$ cat config.mk
export PLATFORM = sky130hd
export DESIGN_NAME = seq_alu_flat
export DESIGN_NICKNAME = d
export VERILOG_FILES = /design/src/rtl/seq_alu_if.sv /design/src/rtl/seq_alu.sv /design/src/flat_wrapper.sv
export SDC_FILE = /design/constraint.sdc
export NUM_CORES = 1
export LEC_CHECK = 0
export CAP_MARGIN = 0
export CORE_ASPECT_RATIO = 1.5
export CORE_MARGIN = 4
export CORE_UTILIZATION = 30
export DETAILED_ROUTE_END_ITERATION = 10
export HOLD_SLACK_MARGIN = 0.1
export PLACE_DENSITY = 0.45
export RECOVER_POWER = 100
export SETUP_SLACK_MARGIN = 0.05
export SKIP_CTS_REPAIR_TIMING = 1
export SLEW_MARGIN = 20
export SYNTH_ARGS = -nofsm -noshare
export SYNTH_HDL_FRONTEND = slang
export SYNTH_SLANG_ARGS = --single-unit
$ cat constraint.sdc
create_clock -name clk -period 4.3 [get_ports clk]
set_input_delay 0.43 -clock clk [delete_from_list [all_inputs] [get_ports clk]]
set_output_delay 0.43 -clock clk [all_outputs]
set_load 0.1 [all_outputs]
$ cat src/rtl/seq_alu_if.sv
// Handshake and data bundle between the ID/EX stage and the sequential ALU.
// master: the upstream/downstream pipeline side; slave: the ALU itself.
interface seq_alu_if #(
   parameter int DATA_WIDTH = 32
);
   logic                  in_valid;
   logic                  in_ready;
   logic [3:0]            Operation;
   logic [DATA_WIDTH-1:0] SrcA;
   logic [DATA_WIDTH-1:0] SrcB;
   logic                  out_valid;
   logic                  out_ready;
   logic [DATA_WIDTH-1:0] ALUResult;
   logic                  Zero;

   modport master (
      output in_valid, Operation, SrcA, SrcB, out_ready,
      input  in_ready, out_valid, ALUResult, Zero
   );

   modport slave (
      input  in_valid, Operation, SrcA, SrcB, out_ready,
      output in_ready, out_valid, ALUResult, Zero
   );
endinterface

$ cat src/rtl/seq_alu.sv
// Multi-cycle execute-stage ALU. Logic, arithmetic and compare ops finish
// in one cycle; shifts walk one bit per cycle through a work register.
// Results are held registered in DONE until the consumer takes them.
module seq_alu #(
   parameter int DATA_WIDTH  = 32,
   parameter int SHAMT_WIDTH = $clog2(DATA_WIDTH)
) (
   input logic     clk,
   input logic     reset,
   seq_alu_if.slave bus
);

   localparam logic [1:0] IDLE  = 2'b00;
   localparam logic [1:0] SHIFT = 2'b01;
   localparam logic [1:0] DONE  = 2'b10;

   localparam logic [3:0] OP_AND = 4'b0000;
   localparam logic [3:0] OP_OR  = 4'b0001;
   localparam logic [3:0] OP_ADD = 4'b0010;
   localparam logic [3:0] OP_XOR = 4'b0011;
   localparam logic [3:0] OP_SLL = 4'b0100;
   localparam logic [3:0] OP_SRL = 4'b0101;
   localparam logic [3:0] OP_SUB = 4'b0110;
   localparam logic [3:0] OP_SRA = 4'b0111;
   localparam logic [3:0] OP_EQ  = 4'b1000;
   localparam logic [3:0] OP_GE  = 4'b1001;
   localparam logic [3:0] OP_NE  = 4'b1010;
   localparam logic [3:0] OP_LT  = 4'b1100;

   localparam logic [SHAMT_WIDTH-1:0] CNT_ONE  = SHAMT_WIDTH'(1);
   localparam logic [SHAMT_WIDTH-1:0] CNT_ZERO = SHAMT_WIDTH'(0);

   logic [1:0]             state_r;
   logic                   in_ready_r;
   logic                   out_valid_r;
   logic [3:0]             op_r;
   logic [DATA_WIDTH-1:0]  work_r;
   logic [SHAMT_WIDTH-1:0] count_r;
   logic [DATA_WIDTH-1:0]  result_r;
   logic                   zero_r;

   logic [SHAMT_WIDTH-1:0] shamt_s;
   logic [DATA_WIDTH-1:0]  alu_res_s;
   logic [DATA_WIDTH-1:0]  step_s;
   logic                   start_shift_s;

   function automatic logic is_shift(input logic [3:0] op);
      return (op == OP_SLL) || (op == OP_SRL) || (op == OP_SRA);
   endfunction

   // Single-cycle result. Shift codes only reach here with a zero shift
   // amount, where the answer is SrcA unchanged.
   function automatic logic [DATA_WIDTH-1:0] alu_compute(
      input logic [3:0]            op,
      input logic [DATA_WIDTH-1:0] a,
      input logic [DATA_WIDTH-1:0] b
   );
      logic [DATA_WIDTH-1:0] r;
      r = '0;
      case (op)
         OP_AND:  r = a & b;
         OP_OR:   r = a | b;
         OP_ADD:  r = a + b;
         OP_XOR:  r = a ^ b;
         OP_SUB:  r = a - b;
         OP_SLL,
         OP_SRL,
         OP_SRA:  r = a;
         OP_EQ:   r = {{(DATA_WIDTH-1){1'b0}}, (a == b)};
         OP_GE:   r = {{(DATA_WIDTH-1){1'b0}}, ($signed(a) >= $signed(b))};
         OP_NE:   r = {{(DATA_WIDTH-1){1'b0}}, (a != b)};
         OP_LT:   r = {{(DATA_WIDTH-1){1'b0}}, ($signed(a) < $signed(b))};
         default: r = '0;
      endcase
      return r;
   endfunction

   // One bit of shift in the direction/type of the latched op.
   function automatic logic [DATA_WIDTH-1:0] shift_step(
      input logic [3:0]            op,
      input logic [DATA_WIDTH-1:0] w
   );
      logic [DATA_WIDTH-1:0] r;
      r = w;
      case (op)
         OP_SLL:  r = {w[DATA_WIDTH-2:0], 1'b0};
         OP_SRL:  r = {1'b0, w[DATA_WIDTH-1:1]};
         OP_SRA:  r = {w[DATA_WIDTH-1], w[DATA_WIDTH-1:1]};
         default: r = w;
      endcase
      return r;
   endfunction

   // Decode the offered op and the next shifter value.
   always_comb begin
      shamt_s       = bus.SrcB[SHAMT_WIDTH-1:0];
      alu_res_s     = alu_compute(bus.Operation, bus.SrcA, bus.SrcB);
      step_s        = shift_step(op_r, work_r);
      if (is_shift(bus.Operation) && (shamt_s != CNT_ZERO)) begin
         start_shift_s = 1'b1;
      end else begin
         start_shift_s = 1'b0;
      end
   end

   // Control FSM, shifter and registered result/flags.
   always_ff @(posedge clk or posedge reset) begin
      if (reset) begin
         state_r     <= IDLE;
         in_ready_r  <= 1'b1;
         out_valid_r <= 1'b0;
         op_r        <= 4'b0000;
         work_r      <= '0;
         count_r     <= CNT_ZERO;
         result_r    <= '0;
         zero_r      <= 1'b1;
      end else begin
         case (state_r)
            IDLE: begin
               if (bus.in_valid) begin
                  op_r       <= bus.Operation;
                  in_ready_r <= 1'b0;
                  if (start_shift_s) begin
                     state_r <= SHIFT;
                     work_r  <= bus.SrcA;
                     count_r <= shamt_s;
                  end else begin
                     state_r     <= DONE;
                     out_valid_r <= 1'b1;
                     result_r    <= alu_res_s;
                     zero_r      <= (alu_res_s == '0);
                  end
               end
            end
            SHIFT: begin
               work_r  <= step_s;
               count_r <= count_r - CNT_ONE;
               if (count_r == CNT_ONE) begin
                  state_r     <= DONE;
                  out_valid_r <= 1'b1;
                  result_r    <= step_s;
                  zero_r      <= (step_s == '0);
               end
            end
            DONE: begin
               if (bus.out_ready) begin
                  state_r     <= IDLE;
                  out_valid_r <= 1'b0;
                  in_ready_r  <= 1'b1;
               end
            end
            default: begin
               state_r     <= IDLE;
               out_valid_r <= 1'b0;
               in_ready_r  <= 1'b1;
               count_r     <= CNT_ZERO;
            end
         endcase
      end
   end

   assign bus.in_ready  = in_ready_r;
   assign bus.out_valid = out_valid_r;
   assign bus.ALUResult = result_r;
   assign bus.Zero      = zero_r;

endmodule

$ cat src/flat_wrapper.sv
// flat-port wrapper written by rule: the top's interface ports become plain ports
module seq_alu_flat 
#(
   parameter int DATA_WIDTH  = 32,
   parameter int SHAMT_WIDTH = $clog2(DATA_WIDTH)
)
  (clk, reset, bus_in_valid, bus_Operation, bus_SrcA, bus_SrcB, bus_out_ready, bus_in_ready, bus_out_valid, bus_ALUResult, bus_Zero);
  seq_alu_if #(.DATA_WIDTH(DATA_WIDTH)) bus_i ();
  input logic clk;
  input logic reset;
  input wire logic [$bits(bus_i.in_valid)-1:0] bus_in_valid;
  input wire logic [$bits(bus_i.Operation)-1:0] bus_Operation;
  input wire logic [$bits(bus_i.SrcA)-1:0] bus_SrcA;
  input wire logic [$bits(bus_i.SrcB)-1:0] bus_SrcB;
  input wire logic [$bits(bus_i.out_ready)-1:0] bus_out_ready;
  output wire logic [$bits(bus_i.in_ready)-1:0] bus_in_ready;
  output wire logic [$bits(bus_i.out_valid)-1:0] bus_out_valid;
  output wire logic [$bits(bus_i.ALUResult)-1:0] bus_ALUResult;
  output wire logic [$bits(bus_i.Zero)-1:0] bus_Zero;
  assign bus_i.in_valid = bus_in_valid;
  assign bus_i.Operation = bus_Operation;
  assign bus_i.SrcA = bus_SrcA;
  assign bus_i.SrcB = bus_SrcB;
  assign bus_i.out_ready = bus_out_ready;
  assign bus_in_ready = bus_i.in_ready;
  assign bus_out_valid = bus_i.out_valid;
  assign bus_ALUResult = bus_i.ALUResult;
  assign bus_Zero = bus_i.Zero;
  seq_alu #(.DATA_WIDTH(DATA_WIDTH), .SHAMT_WIDTH(SHAMT_WIDTH)) u_core (.clk(clk), .reset(reset), .bus(bus_i));
endmodule
==> run_results.csv <==
group,metric,value,unit
final_layout,drive_above_1_share,15.9,%
sta,hold_viol,0,
worst_hold_path,holdPathEnd,"u_core.bus.ALUResult[17]",
critical_path,timing.critical_path.mode_cell,"inv_1",
place,pre_cts_ws,-159,ps
yosys,syn-cell-area,10300,µm²
status,violations,"max-capacitance violations, max-slew violations",
cts,clock_path_buffers,2,
floorplan,io_pins,107,
critical_path,start_kind,"input pin",
yosys,ys_seq_area_share,19.0,%
place,place_area,12800,µm²
sta,slew_viol_final,43,
yosys,syn_inst,1400,
yosys,synth-edff-count,0,
route,drt_iter0_markers,1123,
cts,cts_made_buffers,9,
global_routing,grt_max_degree,75,
cts,clk_pin_slew_worst_paths,60,ps
route,wire_per_inst,23.0,µm
power_and_ir_drop,p_clk_share,13.5,%
global_routing,grt_antenna_before_repair,3,
critical_path,critical-path-slowest-cell,"ha_1",
global_routing,grt_pass1_wl,70300,µm
place,dpl.hpwl,37700,µm
route,wl,46600,µm
route,vias_per_cell,5.74,
floorplan,initial_utilization,30.6,%
sta,fin_crit_sh,95.3,%
power_and_ir_drop,seqPwrFrac,23.8,%
yosys,synth_area_leaders,"dfrtp_1, ha_1, nand2_1",
job,cap_violations,1,
power_and_ir_drop,p_comb_share,62.7,%
worst_hold_path,hp-class,"reg2reg",
yosys,async_reset_ff_share,100,%
floorplan,dieArea,37300,µm²
critical_path,critical_path_class,"in2reg",
power_and_ir_drop,netSwitchingFraction,54.5,%
floorplan,die_w,159,µm
yosys,yosysWarningCount,0,
global_routing,top_usage_layer,"met2",
critical_path,cp-end-kind,"flip-flop",
critical_path,rr_startpoint,"u_core.state_r[0]",
final_layout,diodes,0,
cts,cts_tree,"yes",
sta,slew_headroom,-35.0,%
sta,finalCriticalPeriod,4100,ps
critical_path,crit_required,4560,ps
power_and_ir_drop,intPower,2.63,mW
place,portBuffers,106,
yosys,synth_area_leader_cell,"dfrtp_1",
final_layout,final_cell_area,13100,µm²
critical_path,ff2ff_path_depth,10,
floorplan,core_region_area,33500,µm²
yosys,synth_nets,1573,
global_routing,grt_use_total,24.2,%
place,routabilityCongestion,0.923,
power_and_ir_drop,vdd_ir_drop_max,0.290,mV
critical_path,cp_top_family,"compound AO/OA/AOI/OAI gates",
sta,rsz0062_at_grt,"no",
global_routing,use_met1,30.1,%
worst_hold_path,hold_start,"u_core.bus.ALUResult[17]",
cts,insertion_delay,350,ps
critical_path,reg2reg_slack,1200,ps
sta,setup_slack,202,ps
critical_path,rr_endpoint,"u_core.bus.Zero",
yosys,synth.avg_cell_area,7.33,µm²
floorplan,rows,82,
power_and_ir_drop,power_density,440,nW/µm²
route,drt_pass1_iterations,6,
yosys,synthFlopType,"dfrtp_1",
yosys,synth_top_area_share,18.5,%
status,status,"complete, but fails checks",
sta,max_freq,244,MHz
sta,worst_pin_slew,2010,ps
sta,clock_skew,5.39,ps
cts,cts_root_buffer,"clkbuf_16",
sta,setup_viol,0,
final_layout,area_growth,27.8,%
power_and_ir_drop,p_sw,3.14,mW
power_and_ir_drop,p_leak,5.89,nW
critical_path,cp.depth,15,
critical_path,critPathMaxFanout,10,
global_routing,grt_overflow_total,0,
yosys,ys_types,97,
worst_hold_path,holdPathStages,1,
critical_path,worstPathArrival,4360,ps
route,drc,0,
cts,htreeDepth,3,
critical_path,critPathMaxStageDelay,530,ps
critical_path,cp_num_buf_inv,4,
route,via_count,11600,
floorplan,chipHeight,235,µm
global_routing,grt_util_met2,43.1,%
route,ant_nets,0,
final_layout,fin_nets,1774,
critical_path,path_cells,"clkdlybuf4s50_1 > inv_1 > ha_1 > inv_1 > a21oi_1 > buf_4 > a21boi_1 > a2111oi_0 > a21boi_0 > o31a_1 > or2_2 > a41oi_1 > and4bb_1 > nand4b_1 > o31ai_2",
yosys,ys_ff_latch,78,
global_routing,grt_pass1_vias,11500,
global_routing,met3_usage,2.70,%
final_layout,fillerInstances,3599,
cts,cts_num_sinks,78,
## flip-flops by register name, indices dropped and copies added, names as in the netlist
signal and flops:
u_core.bus.ALUResult 32, u_core.op_r 4, u_core.bus.out_valid 1, u_core.count_r 5, u_core.bus.Zero 1, u_core.bus.in_ready 1
u_core.state_r 2, u_core.work_r 32
## cells in the mapped netlist, types with 7 or more instances
cell      instances
a222oi_1         26
nand2_1         172
dfrtp_1          76
nor2b_1          16
a21oi_1          82
nor4_1           17
nor3_1           20
nand3_1          29
o31a_1            7
a221oi_1         22
o31ai_1          41
and3_1           13
o211ai_1         18
and2_1           11
o21bai_1         14
inv_1           107
buf_2            26
o21ai_1           8
nand4_1          15
clkbuf_1         52
a21o_1           17
a211o_1          12
or3_1            11
a22oi_1          14
o21ai_0         128
a31oi_1          10
a211oi_1         14
nand2b_1         14
o221ai_1         11
nor2_1          115
ha_1             99
## layer usage
metal  part of all wire [%]  vias up  wire length, µm
met5                  0.056        -               26
met2                     49      389            22900
li1                       -     5593                -
met4                    3.4        4             1590
met1                     42     5565            19600
met3                    5.3       83             2490
## power groups by stage
stage,Sequential [mW],Combinational [mW],Clock [mW]
6_report,1.38,3.62,0.777
2_1_floorplan,2.40,1.48,0
4_1_cts,1.39,3.68,0.804
3_5_place_dp,1.39,3.67,0
3_3_place_gp,1.39,3.66,0
5_1_grt,1.43,3.87,0.829
## logic make-up after synthesis
kind of cell	synth area share (%)
XOR/XNOR	0.597
AO/OA/AOI/OAI	35.4
AND/OR/NAND/NOR	23.0
adder cells (fa/ha/maj)	12.5
buffers and inverters	8.25
multiplexers	1.24
flip-flops	19.0
## placed cells by master, fill, tap and decap left out, types with 7 or more instances in the layout
cell type,n
buf_4,167
nand2b_1,14
a22oi_1,14
a222oi_1,26
nor2b_1,15
dlygate4sd3_1,38
nor4_1,17
a21o_1,17
o21ai_1,8
a21oi_1,82
nor3_1,18
dfrtp_1,76
and2_1,11
o221ai_1,11
o31ai_1,41
o31a_1,7
o211ai_1,18
inv_1,106
a211oi_1,14
clkdlybuf4s50_1,68
a31oi_1,10
clkbuf_16,9
o21ai_0,128
a221oi_1,21
ha_1,99
or3_1,11
nor2_1,114
a211o_1,12
o21bai_1,14
nand3_1,29
nand2_1,170
nand4_1,15
and3_1,13
## how the worst max path moves through the flow
stage	startpoint	to	slack, ps
floorplan	bus_SrcA[0]	u_core.bus.Zero	1010
global placement	bus_SrcB[4]	u_core.bus.Zero	-270
detailed placement	bus_SrcB[4]	u_core.bus.Zero	-160
CTS	bus_SrcB[4]	u_core.bus.Zero	190
global route	bus_SrcB[18]	u_core.bus.Zero	50
finish	bus_SrcB[18]	u_core.bus.Zero	200
## cell type report
| type | instances | area, µm² | share of cell area (%) |
|---|---|---|---|
| sequential | 78 | 1950 | 14.9 |
| clock inverter | 6 | 61.3 | 0.467 |
| timing repair buffer | 282 | 2420 | 18.5 |
| clock buffer | 10 | 239 | 1.82 |
| multi-input combinational | 1117 | 7490 | 57.1 |
| tap | 420 | 526 | 4.01 |
| inverter | 113 | 425 | 3.24 |
## stage by stage
| stage | cells | hold WS (ps) | util (%) | power (mW) | setup TNS [ps] |
|---|---|---|---|---|---|
| 4_1_cts | 2026 | 482 | 39.1 | 5.87 | 0 |
| 5_1_grt | 2026 | 496 | 39.1 | 6.12 | 0 |
| 2_1_floorplan | 1400 | 465 | - | 3.88 | 0 |
| 3_5_place_dp | 2010 | 468 | 38.2 | 5.07 | -159 |
| 6_report | 2026 | 470 | 39.1 | 5.77 | 0 |
| 3_3_place_gp | 2010 | 458 | 38.2 | 5.05 | -267 |
No activity file was read; power rests on OpenSTA's default activity.
